$ cat src/rtl/tx_probe_arbiter_if.sv
// Word-wide push interface shared by the data stream, the probe stream and
// the tx queue input: the master drives data/ctrl/wr, the slave answers with rdy.
interface tx_probe_arbiter_if #(
    parameter int DATA_WIDTH = 64,
    parameter int CTRL_WIDTH = DATA_WIDTH / 8
);
    logic [DATA_WIDTH-1:0] data;
    logic [CTRL_WIDTH-1:0] ctrl;
    logic                  wr;
    logic                  rdy;

    modport master (output data, output ctrl, output wr, input rdy);
    modport slave  (input data, input ctrl, input wr, output rdy);
endinterface

$ cat src/rtl/tx_probe_arbiter.sv
// Packet-granular arbiter between the data stream and the RTT probe stream in
// front of the tx queue, with a programmable probe timer and send/miss statistics.
module tx_probe_arbiter #(
    parameter int DATA_WIDTH   = 64,
    parameter int CTRL_WIDTH   = DATA_WIDTH / 8,
    parameter int PERIOD_WIDTH = 32
) (
    input  logic                    clk,
    input  logic                    reset,
    tx_probe_arbiter_if.slave       dat,
    input  logic                    dat_pkt_avail,
    tx_probe_arbiter_if.slave       prb,
    input  logic                    prb_pkt_avail,
    output logic                    probe_req,
    tx_probe_arbiter_if.master      out,
    input  logic                    arb_en,
    input  logic [PERIOD_WIDTH-1:0] probe_period,
    output logic [31:0]             probes_sent,
    output logic [31:0]             data_pkts_sent,
    output logic [15:0]             probes_missed
);

    localparam logic [PERIOD_WIDTH-1:0] PERIOD_ONE = PERIOD_WIDTH'(1);

    typedef enum logic [1:0] {
        IDLE,
        FWD_DATA,
        FWD_PROBE
    } state_t;

    state_t                  state;
    logic [PERIOD_WIDTH-1:0] timer;
    logic                    probe_due;
    logic [DATA_WIDTH-1:0]   data_q;
    logic [CTRL_WIDTH-1:0]   ctrl_q;
    logic                    wr_q;

    logic dat_acc;
    logic prb_acc;
    logic dat_eop;
    logic prb_eop;
    logic timer_run;
    logic expire;

    // Ready follows the tx queue combinationally; the queue absorbs the one word in flight.
    assign dat.rdy   = (state == FWD_DATA) && out.rdy;
    assign prb.rdy   = (state == FWD_PROBE) && out.rdy;
    assign dat_acc   = dat.wr && dat.rdy;
    assign prb_acc   = prb.wr && prb.rdy;
    assign dat_eop   = dat_acc && (|dat.ctrl);
    assign prb_eop   = prb_acc && (|prb.ctrl);

    assign timer_run = arb_en && (probe_period != '0);
    assign expire    = timer_run && (timer == probe_period - PERIOD_ONE);
    assign probe_req = expire && (!probe_due || prb_eop);

    assign out.data  = data_q;
    assign out.ctrl  = ctrl_q;
    assign out.wr    = wr_q;

    always_ff @(posedge clk) begin
        if (reset) begin
            state          <= IDLE;
            data_q         <= '0;
            ctrl_q         <= '0;
            wr_q           <= 1'b0;
            probes_sent    <= '0;
            data_pkts_sent <= '0;
        end else begin
            wr_q <= dat_acc || prb_acc;
            if (prb_acc) begin
                data_q <= prb.data;
                ctrl_q <= prb.ctrl;
            end else if (dat_acc) begin
                data_q <= dat.data;
                ctrl_q <= dat.ctrl;
            end

            case (state)
                IDLE: begin
                    // A built probe only wins once the timer has made it due.
                    if (arb_en) begin
                        if (probe_due && prb_pkt_avail) begin
                            state <= FWD_PROBE;
                        end else if (dat_pkt_avail) begin
                            state <= FWD_DATA;
                        end
                    end
                end
                FWD_DATA: begin
                    if (dat_eop) begin
                        state          <= IDLE;
                        data_pkts_sent <= data_pkts_sent + 32'd1;
                    end
                end
                FWD_PROBE: begin
                    if (prb_eop) begin
                        state       <= IDLE;
                        probes_sent <= probes_sent + 32'd1;
                    end
                end
                default: state <= IDLE;
            endcase
        end
    end

    always_ff @(posedge clk) begin
        if (reset) begin
            timer         <= '0;
            probe_due     <= 1'b0;
            probes_missed <= '0;
        end else begin
            // A period lowered below the running count restarts the timer silently.
            if (timer_run) begin
                if (expire || (timer >= probe_period)) begin
                    timer <= '0;
                end else begin
                    timer <= timer + PERIOD_ONE;
                end
            end

            if (expire) begin
                probe_due <= 1'b1;
            end else if (prb_eop) begin
                probe_due <= 1'b0;
            end

            if (expire && probe_due && !prb_eop && (probes_missed != 16'hFFFF)) begin
                probes_missed <= probes_missed + 16'd1;
            end
        end
    end

endmodule

$ cat src/flat_wrapper.sv
// flat-port wrapper written by rule: the top's interface ports become plain ports
module tx_probe_arbiter_flat 
#(
    parameter int DATA_WIDTH   = 64,
    parameter int CTRL_WIDTH   = DATA_WIDTH / 8,
    parameter int PERIOD_WIDTH = 32
)
  (clk, reset, dat_pkt_avail, prb_pkt_avail, probe_req, arb_en, probe_period, probes_sent, data_pkts_sent, probes_missed, dat_data, dat_ctrl, dat_wr, dat_rdy, prb_data, prb_ctrl, prb_wr, prb_rdy, out_data, out_ctrl, out_wr, out_rdy);
  tx_probe_arbiter_if #(.DATA_WIDTH(DATA_WIDTH), .CTRL_WIDTH(CTRL_WIDTH)) dat_i ();
  tx_probe_arbiter_if #(.DATA_WIDTH(DATA_WIDTH), .CTRL_WIDTH(CTRL_WIDTH)) prb_i ();
  tx_probe_arbiter_if #(.DATA_WIDTH(DATA_WIDTH), .CTRL_WIDTH(CTRL_WIDTH)) out_i ();
  input  logic clk;
  input  logic reset;
  input  logic dat_pkt_avail;
  input  logic prb_pkt_avail;
  output logic probe_req;
  input  logic arb_en;
  input  logic [PERIOD_WIDTH-1:0] probe_period;
  output logic [31:0] probes_sent;
  output logic [31:0] data_pkts_sent;
  output logic [15:0] probes_missed;
  input wire logic [$bits(dat_i.data)-1:0] dat_data;
  input wire logic [$bits(dat_i.ctrl)-1:0] dat_ctrl;
  input wire logic [$bits(dat_i.wr)-1:0] dat_wr;
  output wire logic [$bits(dat_i.rdy)-1:0] dat_rdy;
  input wire logic [$bits(prb_i.data)-1:0] prb_data;
  input wire logic [$bits(prb_i.ctrl)-1:0] prb_ctrl;
  input wire logic [$bits(prb_i.wr)-1:0] prb_wr;
  output wire logic [$bits(prb_i.rdy)-1:0] prb_rdy;
  output wire logic [$bits(out_i.data)-1:0] out_data;
  output wire logic [$bits(out_i.ctrl)-1:0] out_ctrl;
  output wire logic [$bits(out_i.wr)-1:0] out_wr;
  input wire logic [$bits(out_i.rdy)-1:0] out_rdy;
  assign dat_i.data = dat_data;
  assign dat_i.ctrl = dat_ctrl;
  assign dat_i.wr = dat_wr;
  assign dat_rdy = dat_i.rdy;
  assign prb_i.data = prb_data;
  assign prb_i.ctrl = prb_ctrl;
  assign prb_i.wr = prb_wr;
  assign prb_rdy = prb_i.rdy;
  assign out_data = out_i.data;
  assign out_ctrl = out_i.ctrl;
  assign out_wr = out_i.wr;
  assign out_i.rdy = out_rdy;
  tx_probe_arbiter #(.DATA_WIDTH(DATA_WIDTH), .CTRL_WIDTH(CTRL_WIDTH), .PERIOD_WIDTH(PERIOD_WIDTH)) u_core (.clk(clk), .reset(reset), .dat(dat_i), .dat_pkt_avail(dat_pkt_avail), .prb(prb_i), .prb_pkt_avail(prb_pkt_avail), .probe_req(probe_req), .out(out_i), .arb_en(arb_en), .probe_period(probe_period), .probes_sent(probes_sent), .data_pkts_sent(data_pkts_sent), .probes_missed(probes_missed));
endmodule
$ cat config.mk
export PLATFORM = sky130hd
export DESIGN_NAME = tx_probe_arbiter_flat
export DESIGN_NICKNAME = d
export VERILOG_FILES = /design/src/rtl/tx_probe_arbiter_if.sv /design/src/rtl/tx_probe_arbiter.sv /design/src/flat_wrapper.sv
export SDC_FILE = /design/constraint.sdc
export NUM_CORES = 1
export LEC_CHECK = 0
export BUFFER_PORTS_ARGS = -buffer_cell sky130_fd_sc_hd__buf_2
export CAP_MARGIN = 20
export CORE_MARGIN = 1
export CORE_UTILIZATION = 42
export DETAILED_ROUTE_END_ITERATION = 16
export PLACE_DENSITY = 0.69
export SETUP_SLACK_MARGIN = 0.5
export SYNTH_ARGS = -nofsm -noshare
export SYNTH_HDL_FRONTEND = slang
export SYNTH_SLANG_ARGS = --single-unit
$ cat constraint.sdc
create_clock -name clk -period 3.6 [get_ports clk]
set_clock_uncertainty 0.2 [all_clocks]
set_input_delay 0.36 -clock clk [delete_from_list [all_inputs] [get_ports clk]]
set_output_delay 0.36 -clock clk [all_outputs]
set_load 0.02 [all_outputs]
; Yosys cells after proc, flatten, opt, wreduce, memory -nomap -nowiden
; Cells that the tools add are included.
[op_classes]
n_reduce_logical = 27
n_mux = 13
order_cmp = 1
eq_ne = 8
addsub = 5
[op_table]
columns = operator, count
row1 = $mux W64, 2
row2 = $add A32 B1 Y32 const B, 3
row3 = $eq A32 B32 Y1, 1
row4 = $ge A32 B32 Y1, 1
row5 = $mux W32, 1
row6 = $reduce_bool A32 Y1, 1
row7 = $sub A32 B1 Y32 const B, 1
row8 = $add A16 B1 Y16 const B, 1
row9 = $mux W8, 2
row10 = $ne A16 B16 Y1 const B, 1
row11 = $reduce_or A8 Y1, 2
row12 = $logic_and A1 B1 Y1, 13
row13 = $mux W2, 5
row14 = $pmux W2 S3, 1
row15 = $ne A2 B1 Y1 const B, 2
row16 = $reduce_and A2 Y1, 2
row17 = $reduce_and A4 Y1, 1
row18 = $reduce_bool A2 Y1, 2
row19 = $logic_or A1 B1 Y1, 3
row20 = $ne A3 B2 Y1 const B, 1
row21 = $eq A2 B1 Y1 const B, 1
row22 = $eq A2 B2 Y1 const B, 1
row23 = $logic_not A1 Y1, 2
row24 = $logic_not A2 Y1, 1
row25 = other kinds (2), 3
[word_totals]
wordCells = 63
output_inout_bits = 156
regBits = 188
in_bits = 184

; Logic depth before layout (Yosys ltp)
[depth]
word_depth = 7
ltp_mapped = 12
mapped_depth_nobuf = 10

; Worst setup path before layout
; OpenSTA, ideal clock, no wires.
[synth_path]
kind = input to register
start = in probe_period[4]
end = reg u_core.probes_missed[8]
t_required_ps = 3277
path_stages = 9
slack_ps = 405
setup_time_ps = 123
path_buffers = 1
arrival_time_ps = 2872
cell_sequence = clkbuf_1 -> or4_1 -> nor4_1 -> mux2_2 -> nor2_1 -> o2111a_1 -> nand4b_2 -> nor4_4 -> mux2_1
[synth_between]
elab_chain_cells = 6
elab_cells_between_ends = 8
cone_classes = add/sub (1) / eq/ne (1) / reduce/logical (6)
[synth_lines]
columns = item, line_no
row1 = start: declaration, flat_wrapper.sv:18  ; input logic [PERIOD_WIDTH-1:0] probe_period;
row2 = $sub A32 B1 Y32 or $reduce_bool A32 Y1 (tied branches), "tx_probe_arbiter.sv:54, tx_probe_arbiter.sv:53"
row3 = $eq A32 B32 Y1 or $logic_and A1 B1 Y1 (tied branches), "tx_probe_arbiter.sv:54, tx_probe_arbiter.sv:53"
row4 = $logic_and A1 B1 Y1 *, tx_probe_arbiter.sv:54  ; assign expire = timer_run && (timer == probe_period - PERIOD_ONE);
row5 = $logic_and A1 B1 Y1 * (3 in a row), tx_probe_arbiter.sv:128  ; if (expire && probe_due && !prb_eop && (probes_missed != 16'hFFFF)) begin
row6 = end signal: assignment, tx_probe_arbiter.sv:129  ; probes_missed <= probes_missed + 16'd1;
row7 = end: declaration, tx_probe_arbiter.sv:20  ; output logic [15:0] probes_missed
; Every way passes the cells marked *; elsewhere a longest branch is shown, timed or not.
; A chain may end at the register's enable or synchronous reset.

; Worst setup path in the final report
[layout_path]
start = in probe_period[0]
end = out probe_req
[layout_between]
elab_chain_cells = 4
elab_cells_between_ends = 6
cone_classes = add/sub (1) / eq/ne (1) / reduce/logical (4)
[layout_lines]
columns = item, line_no
row1 = $sub A32 B1 Y32 or $reduce_bool A32 Y1 (tied branches), "tx_probe_arbiter.sv:54, tx_probe_arbiter.sv:53"
row2 = $eq A32 B32 Y1 or $logic_and A1 B1 Y1 (tied branches), "tx_probe_arbiter.sv:54, tx_probe_arbiter.sv:53"
row3 = $logic_and A1 B1 Y1 *, tx_probe_arbiter.sv:54
row4 = $logic_and A1 B1 Y1 *, tx_probe_arbiter.sv:55  ; assign probe_req = expire && (!probe_due || prb_eop);
row5 = end: declaration, flat_wrapper.sv:16  ; output logic probe_req;
; Marked as above.

==> run metrics <==
cell mode on critical path nand4_1; Req. time, crit path 3.04 ns; WP data arrival 2.58 ns; initial antenna violation count 6; cell depth of the worst setup path 12; post-synth cell types 73; Critical Path End probe_req; worst r2r src u_core.timer[17]; Die ar. 25700 sq um; placed wire-length estimate 24000 um; core box area 24500 sq um; CTS tree yes; Netlist Area Pre-Place 10500 sq um; vias in the first global route 10100; relative slew slack 0.292; I/O pin count 340; share of cells above drive strength 1 0.305; crit path launch probe_period[0]; number of setup violations in the final report 0; GP Congestion 0.943; cells after synthesis 1232; Clock Power Share 0.428; residual DRC count 0; MaxCap Viol Count 0; post-route ant nets 0; register area share after synthesis 0.358; FMAX 319 MHz; Max VDD drop 0.281 mV; crit path cell chain buf_2, inv_1, ha_4, nor3b_4, nand4_1, or3_4, o31ai_4, nand3b_1, nor4b_2, nand4_1, nor2b_2, buf_6; first-pass GRT wire length 51100 um; sw frac 0.271; Pwr Density 325 nW/um^2; synthesis warning total 0; Final min period 3.14 ns; RSZ-0062 raised after global routing yes; DRT iter0 DRCs 620; Post-synth EDFFs 0; CP max-delay cell or3_4; Main synth FF type dfxtp_1; Total GRT Usage 0.245; P_sw 1.21 mW; area grow syn2layout 30.5%; crit-path leading delay family simple AND/OR/NAND/NOR gates; H-tree depth 4; root buffer cell clkbuf_16; Hold Slack 0.00886 ns; Synth Net Count 1454; grt ovf 0; Clock Sinks 188; RR Endpoint u_core.timer[5]; WL final 32600 um; I/O Buffers 339; die height 160 um; DRT Pass-1 Iters 5; Hold Crit Depth 3; Setup CP Type primary input to output pin; worst r2r path cells 11; Initial Utilization 0.430; Worst Setup Start Kind primary input; routed vias/inst 5.36; total CTS buffers 17; worst-margin pin slew 1.05 ns; final hold vios 0; Worst Hold Class primary input to register; vias 10300; Synth Register Bits 188; Final Max Slew Viols 0; Worst Hold Launch prb_data[50]; Tcrit/Tclk final 0.872; clock latency on the worst-skew pair 0.43 ns; Mean Syn Cell Area 8.54 sq um; Clock transition at path regs 0.08 ns; Comb pwr share 0.098; CTS max path bufs 2; row count 57; internal power consumption 3.25 mW; Setup crit end kind output pin; Die Width 160 um; worst-path maximum fanout 5; R2R Setup Slk 0.59 ns; Flop pwr share 0.473; Buf/Inv on CP 3; wire length per cell 17.0 um; setup_tns 0 ns; outcome complete, no violations; final net count 1802; largest stage delay on the critical path 0.38 ns; FFs w/ async S/R, synth 0; Leakage 6.44 nW; pin count of the biggest net entering global routing 116
==> worst register-to-register path, cell delays in order (launching register included) <==
cell and delay (ns):
dfxtp_2 0.36, ha_1 0.30, a21o_1 0.16, a21o_1 0.20, a2111oi_2 0.41, o22ai_2 0.15
a211o_1 0.31, a21oi_1 0.25, a21oi_4 0.10, buf_4 0.16, buf_4 0.15, nor3_1 0.16
==> synthesized netlist by cell type (3+ instances only) <==
| master | n | area share |
|---|---|---|
| dfxtp_1 | 188 | 0.36 |
| nor2_1 | 181 | 0.065 |
| mux2i_1 | 78 | 0.074 |
| a211oi_1 | 74 | 0.053 |
| nor3_1 | 65 | 0.031 |
| xnor2_1 | 64 | 0.053 |
| nand2_1 | 61 | 0.022 |
| xor2_1 | 56 | 0.047 |
| clkbuf_1 | 47 | 0.017 |
| nand4_1 | 45 | 0.027 |
| inv_1 | 43 | 0.015 |
| nand3_1 | 40 | 0.019 |
| ha_1 | 38 | 0.045 |
| a21oi_1 | 33 | 0.016 |
| and3_1 | 21 | 0.012 |
| o21ai_0 | 18 | 0.0086 |
| or3_1 | 16 | 0.0095 |
| nor2b_1 | 12 | 0.0071 |
| nor4_1 | 11 | 0.0065 |
| and4_1 | 10 | 0.0083 |
| a21o_1 | 9 | 0.0064 |
| mux2_2 | 9 | 0.0096 |
| buf_1 | 8 | 0.0029 |
| buf_2 | 7 | 0.0033 |
| nand2b_1 | 7 | 0.0042 |
| or4_1 | 6 | 0.0043 |
| a2111oi_0 | 5 | 0.0042 |
| and2_1 | 4 | 0.0024 |
| nor4_2 | 4 | 0.0048 |
| o21a_1 | 4 | 0.0029 |
| a311oi_1 | 3 | 0.0025 |
| a31o_2 | 3 | 0.0025 |
| nand3b_1 | 3 | 0.0021 |
| nor3b_1 | 3 | 0.0021 |
| nor4b_1 | 3 | 0.0025 |
| o31a_1 | 3 | 0.0025 |
| or4_4 | 3 | 0.0032 |
==> sequential cells by signal (all words and copies together) (netlist names) <==
register	flops
u_core.data_pkts_sent	32
u_core.probe_due	1
u_core.probes_missed	16
u_core.out.ctrl	8
u_core.state	2
u_core.probes_sent	32
u_core.out.wr	1
u_core.out.data	64
u_core.timer	32
==> cell type report <==
class | count | area, sq um
Tap cell | 324 | 405
Multi-Input combinational cell | 935 | 6510
Clock buffer | 18 | 439
Timing Repair Buffer | 395 | 2250
Antenna cell | 3 | 7.51
Clock inverter | 14 | 169
Inverter | 43 | 161
Fill cell | 2266 | 10700
Sequential cell | 188 | 3780
==> layer usage <==
layer	wire length, um	global-route usage	vias up	share of wire
met5	37	0	-	0.0011
li1	-	-	5115	-
met4	1030	0.103	6	0.032
met1	13700	0.292	4808	0.42
met3	1470	0.0462	62	0.045
met2	16300	0.429	307	0.50
==> layout by cell type, fill, tap and decap left out, drive strengths merged, types with 12 or more instances in the layout <==
master	instances
dlygate4sd3	13
nor2b	12
or3	16
clkbuf	19
xnor2	64
mux2i	78
inv	49
nor2	181
o21ai	20
and3	22
nor4	17
nand2	61
a21oi	34
buf	381
nor3	65
dfxtp	188
ha	38
nand4	45
xor2	56
nand3	41
a211oi	74
==> through the flow <==
| step | util | std cells | instance area [sq um] | power [mW] | setup slack (ns) |
|---|---|---|---|---|---|
| after floorplan | - | 1232 | 10600 | 2.37 | 0.495 |
| after global placement | 0.515 | 1854 | 12600 | 2.56 | 0.0967 |
| after detailed placement | 0.515 | 1854 | 12600 | 2.56 | 0.0169 |
| after CTS | 0.549 | 1903 | 13400 | 4.49 | 0.399 |
| after global routing | 0.561 | 1920 | 13700 | 4.63 | 0.346 |
| final | 0.561 | 1920 | 13700 | 4.46 | 0.462 |
==> repair_timing <==
| item | in CTS | in global routing |
|---|---|---|
| pin swaps | 8 | 10 |
| gates cloned | 0 | 3 |
| endpoints found under the hold margin | 12 | 1 |
| hold buffers | 12 | 1 |
| buffers inserted | 5 | 9 |
| resized for setup | 14 | 44 |
| endpoints found under the setup margin | 15 | 44 |
==> how the worst min path moves through the flow <==
stage | endpoint | slack [ns]
finish | u_core.out.data[50] | 0.009
detailed placement | u_core.probes_sent[14] | 0.29
global placement | u_core.data_pkts_sent[12] | 0.28
floorplan | u_core.state[0] | 0.28
global route | u_core.out.data[10] | 0.002
CTS | u_core.out.data[28] | 0.0003
==> cell families after synthesis <==
kind of cell	count (synthesis)	synth area share
adder cells (fa/ha/maj)	38	0.0452
AND/OR/NAND/NOR	509	0.247
AO/OA/AOI/OAI	179	0.121
XOR/XNOR	120	0.0999
flip-flops	188	0.358
multiplexers	89	0.0864
buffers and inverters	109	0.0432
==> power groups by stage <==
stage / combinational (mW) / sequential, mW / clock [mW]
floorplan: 0.192 / 2.18 / 0
global placement: 0.400 / 2.16 / 0
detailed placement: 0.405 / 2.16 / 0
CTS: 0.424 / 2.11 / 1.95
global route: 0.476 / 2.11 / 2.05
finish: 0.439 / 2.11 / 1.91
No activity file was read; power rests on OpenSTA's default activity.
